`src/rtl/buffer_ifid_skid_pkg.sv`:
```
// Shared types and constants for the IF->ID skid-buffered pipeline register.
package pipe_pkg;

    localparam int unsigned IFID_INSTR_W = 32;
    localparam int unsigned IFID_PC_W    = 64;
    localparam logic [31:0] NOP_INSTR    = 32'h0000_0013;

    typedef enum logic [1:0] {
        EMPTY = 2'd0,
        ONE   = 2'd1,
        TWO   = 2'd2
    } skid_state_t;

    typedef struct packed {
        logic [IFID_INSTR_W-1:0] instr;
        logic [IFID_PC_W-1:0]    pc;
    } ifid_t;

endpackage

```
`src/rtl/buffer_ifid_skid_entry_reg.sv`:
```
// One storage slot: valid flag plus payload, with load/clear and async reset.
module pipe_entry_reg
    import pipe_pkg::*;
#(
    parameter type T = ifid_t
) (
    input  logic clk,
    input  logic rst_n,
    input  logic load,
    input  logic clear,
    input  T     d,
    output logic valid,
    output T     q
);

    // Clear wins over load so a flushed slot never captures same-cycle data.
    always_ff @(posedge clk or negedge rst_n) begin
        if (!rst_n) begin
            valid <= 1'b0;
            q     <= '0;
        end else if (clear) begin
            valid <= 1'b0;
            q     <= '0;
        end else if (load) begin
            valid <= 1'b1;
            q     <= d;
        end
    end

endmodule

```
`src/rtl/buffer_ifid_skid.sv`:
```
// IF->ID pipeline register with valid/ready handshake, 2-entry skid, flush and stall counter.
module buffer_ifid_skid
    import pipe_pkg::*;
#(
    parameter int unsigned         INSTR_W = 32,
    parameter int unsigned         PC_W    = 64,
    parameter logic [INSTR_W-1:0]  NOP     = INSTR_W'(NOP_INSTR),
    parameter int unsigned         CNT_W   = 16
) (
    input  logic               clk,
    input  logic               rst_n,
    input  logic               in_valid,
    output logic               in_ready,
    input  logic [INSTR_W-1:0] in_instr,
    input  logic [PC_W-1:0]    in_pc,
    output logic               out_valid,
    input  logic               out_ready,
    output logic [INSTR_W-1:0] out_instr,
    output logic [PC_W-1:0]    out_pc,
    input  logic               flush,
    output logic [CNT_W-1:0]   stall_cnt
);

    typedef struct packed {
        logic [INSTR_W-1:0] instr;
        logic [PC_W-1:0]    pc;
    } entry_t;

    skid_state_t state_q, state_d;
    logic        in_ready_q;
    logic        acc, dq;
    logic        main_load, main_clr, main_from_skid, skid_load, skid_clr;
    logic        main_valid, skid_valid;
    entry_t      in_entry, main_d, main_q, skid_q;
    logic [CNT_W-1:0] stall_q;

    assign in_entry = '{instr: in_instr, pc: in_pc};
    assign acc      = in_valid & in_ready_q;
    assign dq       = main_valid & out_ready;
    assign main_d   = main_from_skid ? skid_q : in_entry;

    always_comb begin
        state_d        = state_q;
        main_load      = 1'b0;
        main_clr       = 1'b0;
        main_from_skid = 1'b0;
        skid_load      = 1'b0;
        skid_clr       = 1'b0;
        if (flush) begin
            state_d  = EMPTY;
            main_clr = 1'b1;
            skid_clr = 1'b1;
        end else begin
            case (state_q)
                EMPTY: if (acc) begin
                    state_d   = ONE;
                    main_load = 1'b1;
                end
                ONE: begin
                    if (acc && dq) begin
                        main_load = 1'b1;
                    end else if (acc) begin
                        state_d   = TWO;
                        skid_load = 1'b1;
                    end else if (dq) begin
                        state_d  = EMPTY;
                        main_clr = 1'b1;
                    end
                end
                TWO: if (dq) begin
                    state_d        = ONE;
                    main_load      = 1'b1;
                    main_from_skid = 1'b1;
                    skid_clr       = 1'b1;
                end
                default: state_d = EMPTY;
            endcase
        end
    end

    // in_ready is registered from the next state so it is low exactly while TWO is held.
    always_ff @(posedge clk or negedge rst_n) begin
        if (!rst_n) begin
            state_q    <= EMPTY;
            in_ready_q <= 1'b0;
        end else begin
            state_q    <= state_d;
            in_ready_q <= (state_d != TWO);
        end
    end

    always_ff @(posedge clk or negedge rst_n) begin
        if (!rst_n) begin
            stall_q <= '0;
        end else if (!flush && main_valid && !out_ready && (stall_q != '1)) begin
            stall_q <= stall_q + CNT_W'(1);
        end
    end

    pipe_entry_reg #(.T(entry_t)) u_main (
        .clk   (clk),
        .rst_n (rst_n),
        .load  (main_load),
        .clear (main_clr),
        .d     (main_d),
        .valid (main_valid),
        .q     (main_q)
    );

    pipe_entry_reg #(.T(entry_t)) u_skid (
        .clk   (clk),
        .rst_n (rst_n),
        .load  (skid_load),
        .clear (skid_clr),
        .d     (in_entry),
        .valid (skid_valid),
        .q     (skid_q)
    );

    assign in_ready  = in_ready_q;
    assign out_valid = main_valid;
    assign out_instr = main_valid ? main_q.instr : NOP;
    assign out_pc    = main_valid ? main_q.pc : '0;
    assign stall_cnt = stall_q;

endmodule

```
`config.mk`:
```
export PLATFORM = sky130hd
export DESIGN_NAME = buffer_ifid_skid
export DESIGN_NICKNAME = d
export VERILOG_FILES = /design/src/rtl/buffer_ifid_skid_pkg.sv /design/src/rtl/buffer_ifid_skid_entry_reg.sv /design/src/rtl/buffer_ifid_skid.sv
export SDC_FILE = /design/constraint.sdc
export NUM_CORES = 1
export LEC_CHECK = 0
export ABC_AREA = 0
export CAP_MARGIN = 15
export CORE_AREA = 2 2 100 198
export DETAILED_ROUTE_END_ITERATION = 8
export DIE_AREA = 0 0 102 200
export GPL_TIMING_DRIVEN = 0
export PLACE_DENSITY = 0.8
export SLEW_MARGIN = 40
export SYNTH_ARGS = -nofsm -noshare
export SYNTH_HDL_FRONTEND = slang
export SYNTH_SLANG_ARGS = --single-unit
```
`constraint.sdc`:
```
create_clock -name clk -period 2.3 [get_ports clk]
set_input_delay 0.23 -clock clk [delete_from_list [all_inputs] [get_ports clk]]
set_output_delay 0.23 -clock clk [all_outputs]
set_load 0.01 [all_outputs]
```
==> reports/metrics.yaml, run 1 <==
cts:
  clockBufferDepth: 3
  clk_pin_slew_ps: 70
  htreeDepth: 1
  worst_skew_pair.late_latency_ps: 490
  cts_tree: "built"
  cts_made_buffers: 20
  numClockSinks: 212
  root_buffer: "clkbuf_16"
logic_synthesis:
  synth-xor-area-share_pct: 1.39
  synthMuxAreaShare_pct: 10.6
  synth_top_area_share_pct: 55.9
  yosysUniqueCellTypes: 39
  ys_seq_area_share_pct: 55.9
  yosys.area_share.simple_pct: 13.2
  synthArstFlopShare_pct: 100
  ys_ff_latch: 212
  synthTopCellsByCount: "212 x dfrtp_1, 105 x nand2_1, 97 x mux2i_1"
  syn_area_mm2: 0.00948
  synthAdderAreaFrac_pct: 0.132
  synthTopCellsByArea: "dfrtp_1 56%, mux2i_1 10%, a22o_1 8.9%, and2_1 6.1%, nand2_1 4.2%"
  syn_avg_cell_area_um2: 11.3
  yosysMostFrequentCell: "dfrtp_1"
  synth_fp_nets: 939
  synthCells: 837
  yosysTopAreaCell: "dfrtp_1"
  synth-compound-area-share_pct: 14.7
  synth_top_family_by_area: "compound AO/OA/AOI/OAI gates"
  yosysWarnings: 0
  synth_enable_flop_cells: 0
  synth_flop_cell: "dfrtp_1"
place:
  placed_area_mm2: 0.0120
  placedCellCount: 1308
  globalplace.congestion: 0.813
  place.detailed.hpwl_um: 18100
  portBuffers: 213
  place_ws_ps: -131
cells_and_area:
  final_cells: 1348
  nNetsFinal: 1181
  fin_area_mm2: 0.0127
  nFillCells: 1479
  drive_gt1_share_pct: 8.25
  utilization_pct: 67.7
  multi_input_area_mm2: 0.00380
  area_growth_pct: 34.4
  layout.area.seq_mm2: 0.00531
global_route:
  grt.total_usage_pct: 24.4
  grt_max_degree: 77
  grt_pass1_wl_um: 39100
  grt.overflow.total: 0
  antenna_found_initial: 1
  grt_pass1_vias: 7528
hold_path:
  holdCritPathClass: "input port to async pin"
timing:
  clock_skew_ps: 10.7
  relSlewSlack_pct: 56.8
  fin_ws_ps: 64.6
  setup_viol: 0
  holdWs_ps: 160
  hold_viol: 0
  fmax_mhz: 447
  worst_slew_pin_slew_ps: 643
  period_needed_ps: 2240
  drv_slew: 0
  rsz0062_at_grt: "no"
  fin_crit_sh_pct: 97.2
  setup-tns-final_ps: 0
die:
  fp.dieW_um: 102
  io_pins: 215
  start_util_pct: 50.4
  coreArea_mm2: 0.0188
  dieArea_mm2: 0.0204
  rows: 71
  die_h_um: 200
critical_path:
  timing_worst_setup_path_type: "register to primary output"
  reg2reg_from: "u_main.valid"
  crit_slowest_cell: "clkdlybuf4s50_1"
  r2r_slack_ps: 190
  worstSetupEndpointType: "primary output"
  crit_path_cell_trace: "buf_6 -> buf_2 -> and2_1 -> clkdlybuf4s50_1"
  worstSetupStartpointType: "register"
  arrival_ps: 2010
  ff2ff_path_depth: 6
  max_stage_delay_ps: 550
  critPathRequiredTime_ps: 2070
  crit_fanout: 10
  r2r-end: "u_skid.q[6]"
power:
  ir_worst_vdd_uv: 614
  pwr-share-clk_pct: 36.2
  internal-power_mw: 6.71
  finalPower_mw: 9.12
  leakagePower_nw: 5.71
  pwr-share-seq_pct: 46.7
  p_sw_mw: 2.41
  p_comb_share_pct: 17.1
  swShare_pct: 26.4
  p_per_area_mw_per_mm2: 715
drt:
  vias: 7340
  drc_errors: 0
  postRouteAntennaNets: 0
  drt_iter0_markers: 307
  wl_per_cell_um: 18.5
  drtPass1Iterations: 5
  vias_per_cell: 5.45
  wl_um: 24900
status:
  status: "completed"
run:
  timing.max_cap.violations: 0
[critical path, delay by kind of cell, from the launching register on]
family,cells,cell delay (ps)
DFF,1,410
buffers and inverters,3,900
and+or+nand+nor,1,200
[routing by layer]
metal	share of wire (%)	GRT usage (%)
met2	56	45.5
met3	3.7	3.13
met4	3.5	9.58
met1	37	27.6
met5	0	0
[logic make-up after synthesis]
group / count (synthesis)
AO/OA/AOI/OAI: 200
XOR/XNOR: 15
adder cells (fa/ha/maj): 1
buffers and inverters: 69
flip-flops: 212
multiplexers: 100
AND/OR/NAND/NOR: 240
[repair_timing]
item,in CTS,in global routing
buffers inserted,1,0
hold buffers,2,0
gates cloned,1,0
hold endpoints to repair,151,0
resized for setup,40,11
setup endpoints to repair,96,58
[layout make-up]
cell class	count	area share, %
repair buffers	220	17.6
well taps	255	2.50
flip-flops and latches	212	41.6
multi-input cells	556	29.8
inverters	3	0.0884
plain buffers	66	3.28
clock buffers	28	4.32
diodes	2	0.0393
clock inverters	6	0.746
[flip-flops by register name, summed over array words and instances, names as in the netlist]
register	cells
in_ready	1
stall_cnt	16
state_q	2
u_main.q	96
u_main.valid	1
u_skid.q	96
[worst max-delay path by stage]
| stage | startpoint | end | cells after the start |
|---|---|---|---|
| 2_1_floorplan | u_main.valid | u_skid.q[0] | 7 |
| 3_3_place_gp | rst_n | u_skid.q[75] | 1 |
| 3_5_place_dp | u_main.valid | out_pc[35] | 5 |
| 4_1_cts | u_main.valid | out_pc[55] | 4 |
| 5_1_grt | u_main.valid | out_pc[27] | 4 |
| 6_report | u_main.valid | out_pc[27] | 4 |
[power by group through the flow]
stage / registers, mW / clock network [mW] / logic, mW
2_1_floorplan: 4.27 / 0 / 0.725
3_3_place_gp: 4.31 / 0 / 1.50
3_5_place_dp: 4.32 / 0 / 1.54
4_1_cts: 4.25 / 3.37 / 1.58
5_1_grt: 4.29 / 3.53 / 1.70
6_report: 4.25 / 3.30 / 1.56
[cell usage in the layout (no fill, tap or decap), types with 11 or more instances in the layout]
cell,instances
buf_2,18
clkbuf_1,28
clkdlybuf4s50_1,189
a22o_1,96
nand2_1,105
mux2i_1,97
buf_6,11
clkbuf_16,20
and2_1,93
xor2_1,13
o21ai_0,56
o21ai_1,40
dlygate4sd2_1,20
dfrtp_1,211
(Power assumes the default switching activity.)
==> run 2, diff against run 1 <==
--- a/config.mk
+++ b/config.mk
@@ -12,7 +12,7 @@
 export DIE_AREA = 0 0 102 200
 export GPL_TIMING_DRIVEN = 0
 export PLACE_DENSITY = 0.8
-export SLEW_MARGIN = 40
+export SLEW_MARGIN = 20
 export SYNTH_ARGS = -nofsm -noshare
 export SYNTH_HDL_FRONTEND = slang
 export SYNTH_SLANG_ARGS = --single-unit
==> run 2 against run 1 <==
Flip-flop and latch count stayed put; sequential share of layout area down 0.33 points; total power increased by 2.4%; register-to-register slack got worse by 140 ps; non-clock buffer count unchanged; die area unchanged; routed wire length about the same; utilization is 0.54 points higher; first-iteration DRC count shrank 24%; global-route usage increased by 0.17 points; design area up 0.80%.
==> reports/metrics.yaml, run 2 (synthesis results as in run 1) <==
place:
  place.detailed.hpwl_um: 18000
  portBuffers: 213
  globalplace.congestion: 0.813
  placed_area_mm2: 0.0120
global_route:
  grt_pass1_vias: 7618
  antenna_found_initial: 1
  grt.total_usage_pct: 24.5
  grt.overflow.total: 0
  grt_max_degree: 99
  grt_pass1_wl_um: 39400
timing:
  fin_crit_sh_pct: 97.8
  period_needed_ps: 2250
  relSlewSlack_pct: 58.1
  rsz0062_at_grt: "yes"
  fmax_mhz: 444
  drv_slew: 0
  holdWs_ps: 26.9
  clock_skew_ps: 11.9
  setup_viol: 0
  hold_viol: 0
  worst_slew_pin_slew_ps: 623
cts:
  clk_pin_slew_ps: 70
  worst_skew_pair.late_latency_ps: 500
  cts_tree: "built"
  htreeDepth: 1
  clockBufferDepth: 3
  root_buffer: "clkbuf_16"
  numClockSinks: 212
  cts_made_buffers: 20
critical_path:
  crit_fanout: 10
  worstSetupStartpointType: "register"
  max_stage_delay_ps: 450
  crit_path_cell_trace: "clkbuf_4 -> buf_4 -> a21bo_2 -> nor3_4 -> clkbuf_4 -> buf_2 -> a22o_1"
  cpMostUsedCell: "clkbuf_4"
  crit_slowest_cell: "dfrtp_2"
  arrival_ps: 2680
  critPathRequiredTime_ps: 2730
  worstSetupEndpointType: "register"
  timing_worst_setup_path_type: "register to register"
cells_and_area:
  nNetsFinal: 1181
  layout_common_cells: "211 x dfrtp_1, 177 x clkdlybuf4s50_1, 105 x nand2_1"
  utilization_pct: 68.2
  final_common_cell: "dfrtp_1"
  fin_area_mm2: 0.0128
  area_growth_pct: 35.4
  drive_gt1_share_pct: 8.87
power:
  ir_worst_vdd_uv: 551
  internal-power_mw: 6.85
  p_per_area_mw_per_mm2: 727
  finalPower_mw: 9.33
  p_comb_share_pct: 16.7
  p_sw_mw: 2.49
  swShare_pct: 26.6
  pwr-share-clk_pct: 37.7
  pwr-share-seq_pct: 45.6
  leakagePower_nw: 6.03
die:
  fp.dieW_um: 102
  die_h_um: 200
  start_util_pct: 50.4
  dieArea_mm2: 0.0204
  rows: 71
  coreArea_mm2: 0.0188
  io_pins: 215
drt:
  postRouteAntennaNets: 0
  drtPass1Iterations: 4
  wl_per_cell_um: 18.4
  drt_iter0_markers: 232
  drc_errors: 0
  vias: 7309
  vias_per_cell: 5.42
  wl_um: 24900
hold_path:
  holdCritPathClass: "input port to register"
status:
  status: "completed"
run:
  timing.max_cap.violations: 0
==> run 2: cell count changes in the layout (fill, tap and decap cells not counted), sizes merged <==
| cell | previous run | this run |
|---|---|---|
| clkinvlp | 0 | 2 |
| clkinv | 4 | 6 |
| clkbuf | 58 | 60 |
| clkdlybuf4s50 | 189 | 177 |
| inv | 3 | 4 |
| bufinv | 2 | 3 |
| buf | 42 | 37 |
| dlygate4sd2 | 20 | 14 |
| diode | 2 | 1 |
| dlygate4sd3 | 2 | 1 |
| dlymetal6s2s | 3 | 21 |
==> run 2: cell type report <==
class,instances,area (µm²)
flip-flops and latches,212,5310
well taps,255,319
clock inverters,12,174
fillers,1493,5990
repair buffers,220,2270
multi-input cells,556,3800
plain buffers,66,428
clock buffers,24,536
diodes,1,2.50
inverters,3,11.3
==> run 2: critical path, delay by kind of cell (launching register included) <==
kind	cells	cell delay (ps)
buffers and inverters	4	920
flip-flops	1	450
AO/OA/AOI/OAI	2	410
AND/OR/NAND/NOR	1	390
==> run 2: power by group through the flow <==
stage	logic [mW]	clock network (mW)	registers [mW]
3_5_place_dp	1.54	0	4.32
4_1_cts	1.58	3.60	4.25
2_1_floorplan	0.725	0	4.27
6_report	1.56	3.52	4.25
5_1_grt	1.71	3.76	4.30
3_3_place_gp	1.50	0	4.31
==> run 2: path summary, 6_finish.rpt <==
check | startpoint | end | slack (ps) | cells after the start
hold / removal | flush | state_q[0] | 30 | 2
max in group asynchronous | rst_n | u_main.q[75] | 1350 | 3
min in group asynchronous | rst_n | u_skid.q[16] | 180 | 2
setup reg to reg | u_main.valid | u_skid.q[78] | 50 | 7
hold reg to reg | u_main.q[20] | u_main.q[20] | 470 | 2
setup / recovery | u_main.valid | u_skid.q[78] | 50 | 7
==> run 2: through the flow <==
step / cells / TNS [ps] / worst slack, ps
after floorplan: 837 / 0 / 541
after global placement: 1305 / -1648080 / -7760
after detailed placement: 1307 / -9180 / -153
after CTS: 1347 / -730 / -57.0
after global routing: 1349 / -2.89 / -2.89
final: 1349 / 0 / 49.7
==> run 2: timing repair <==
action / in CTS / in global routing
hold buffers: 1 / 0
buffers inserted: 3 / 0
cloned: 0 / 1
setup endpoints to repair: 96 / 76
resized for setup: 32 / 35
hold endpoints to repair: 149 / 0
==> run 2: metal layers <==
metal	track usage, %	wire length [µm]
met3	3.24	924
met5	0	0
met2	46.0	13900
met1	27.8	9260
met4	8.99	826
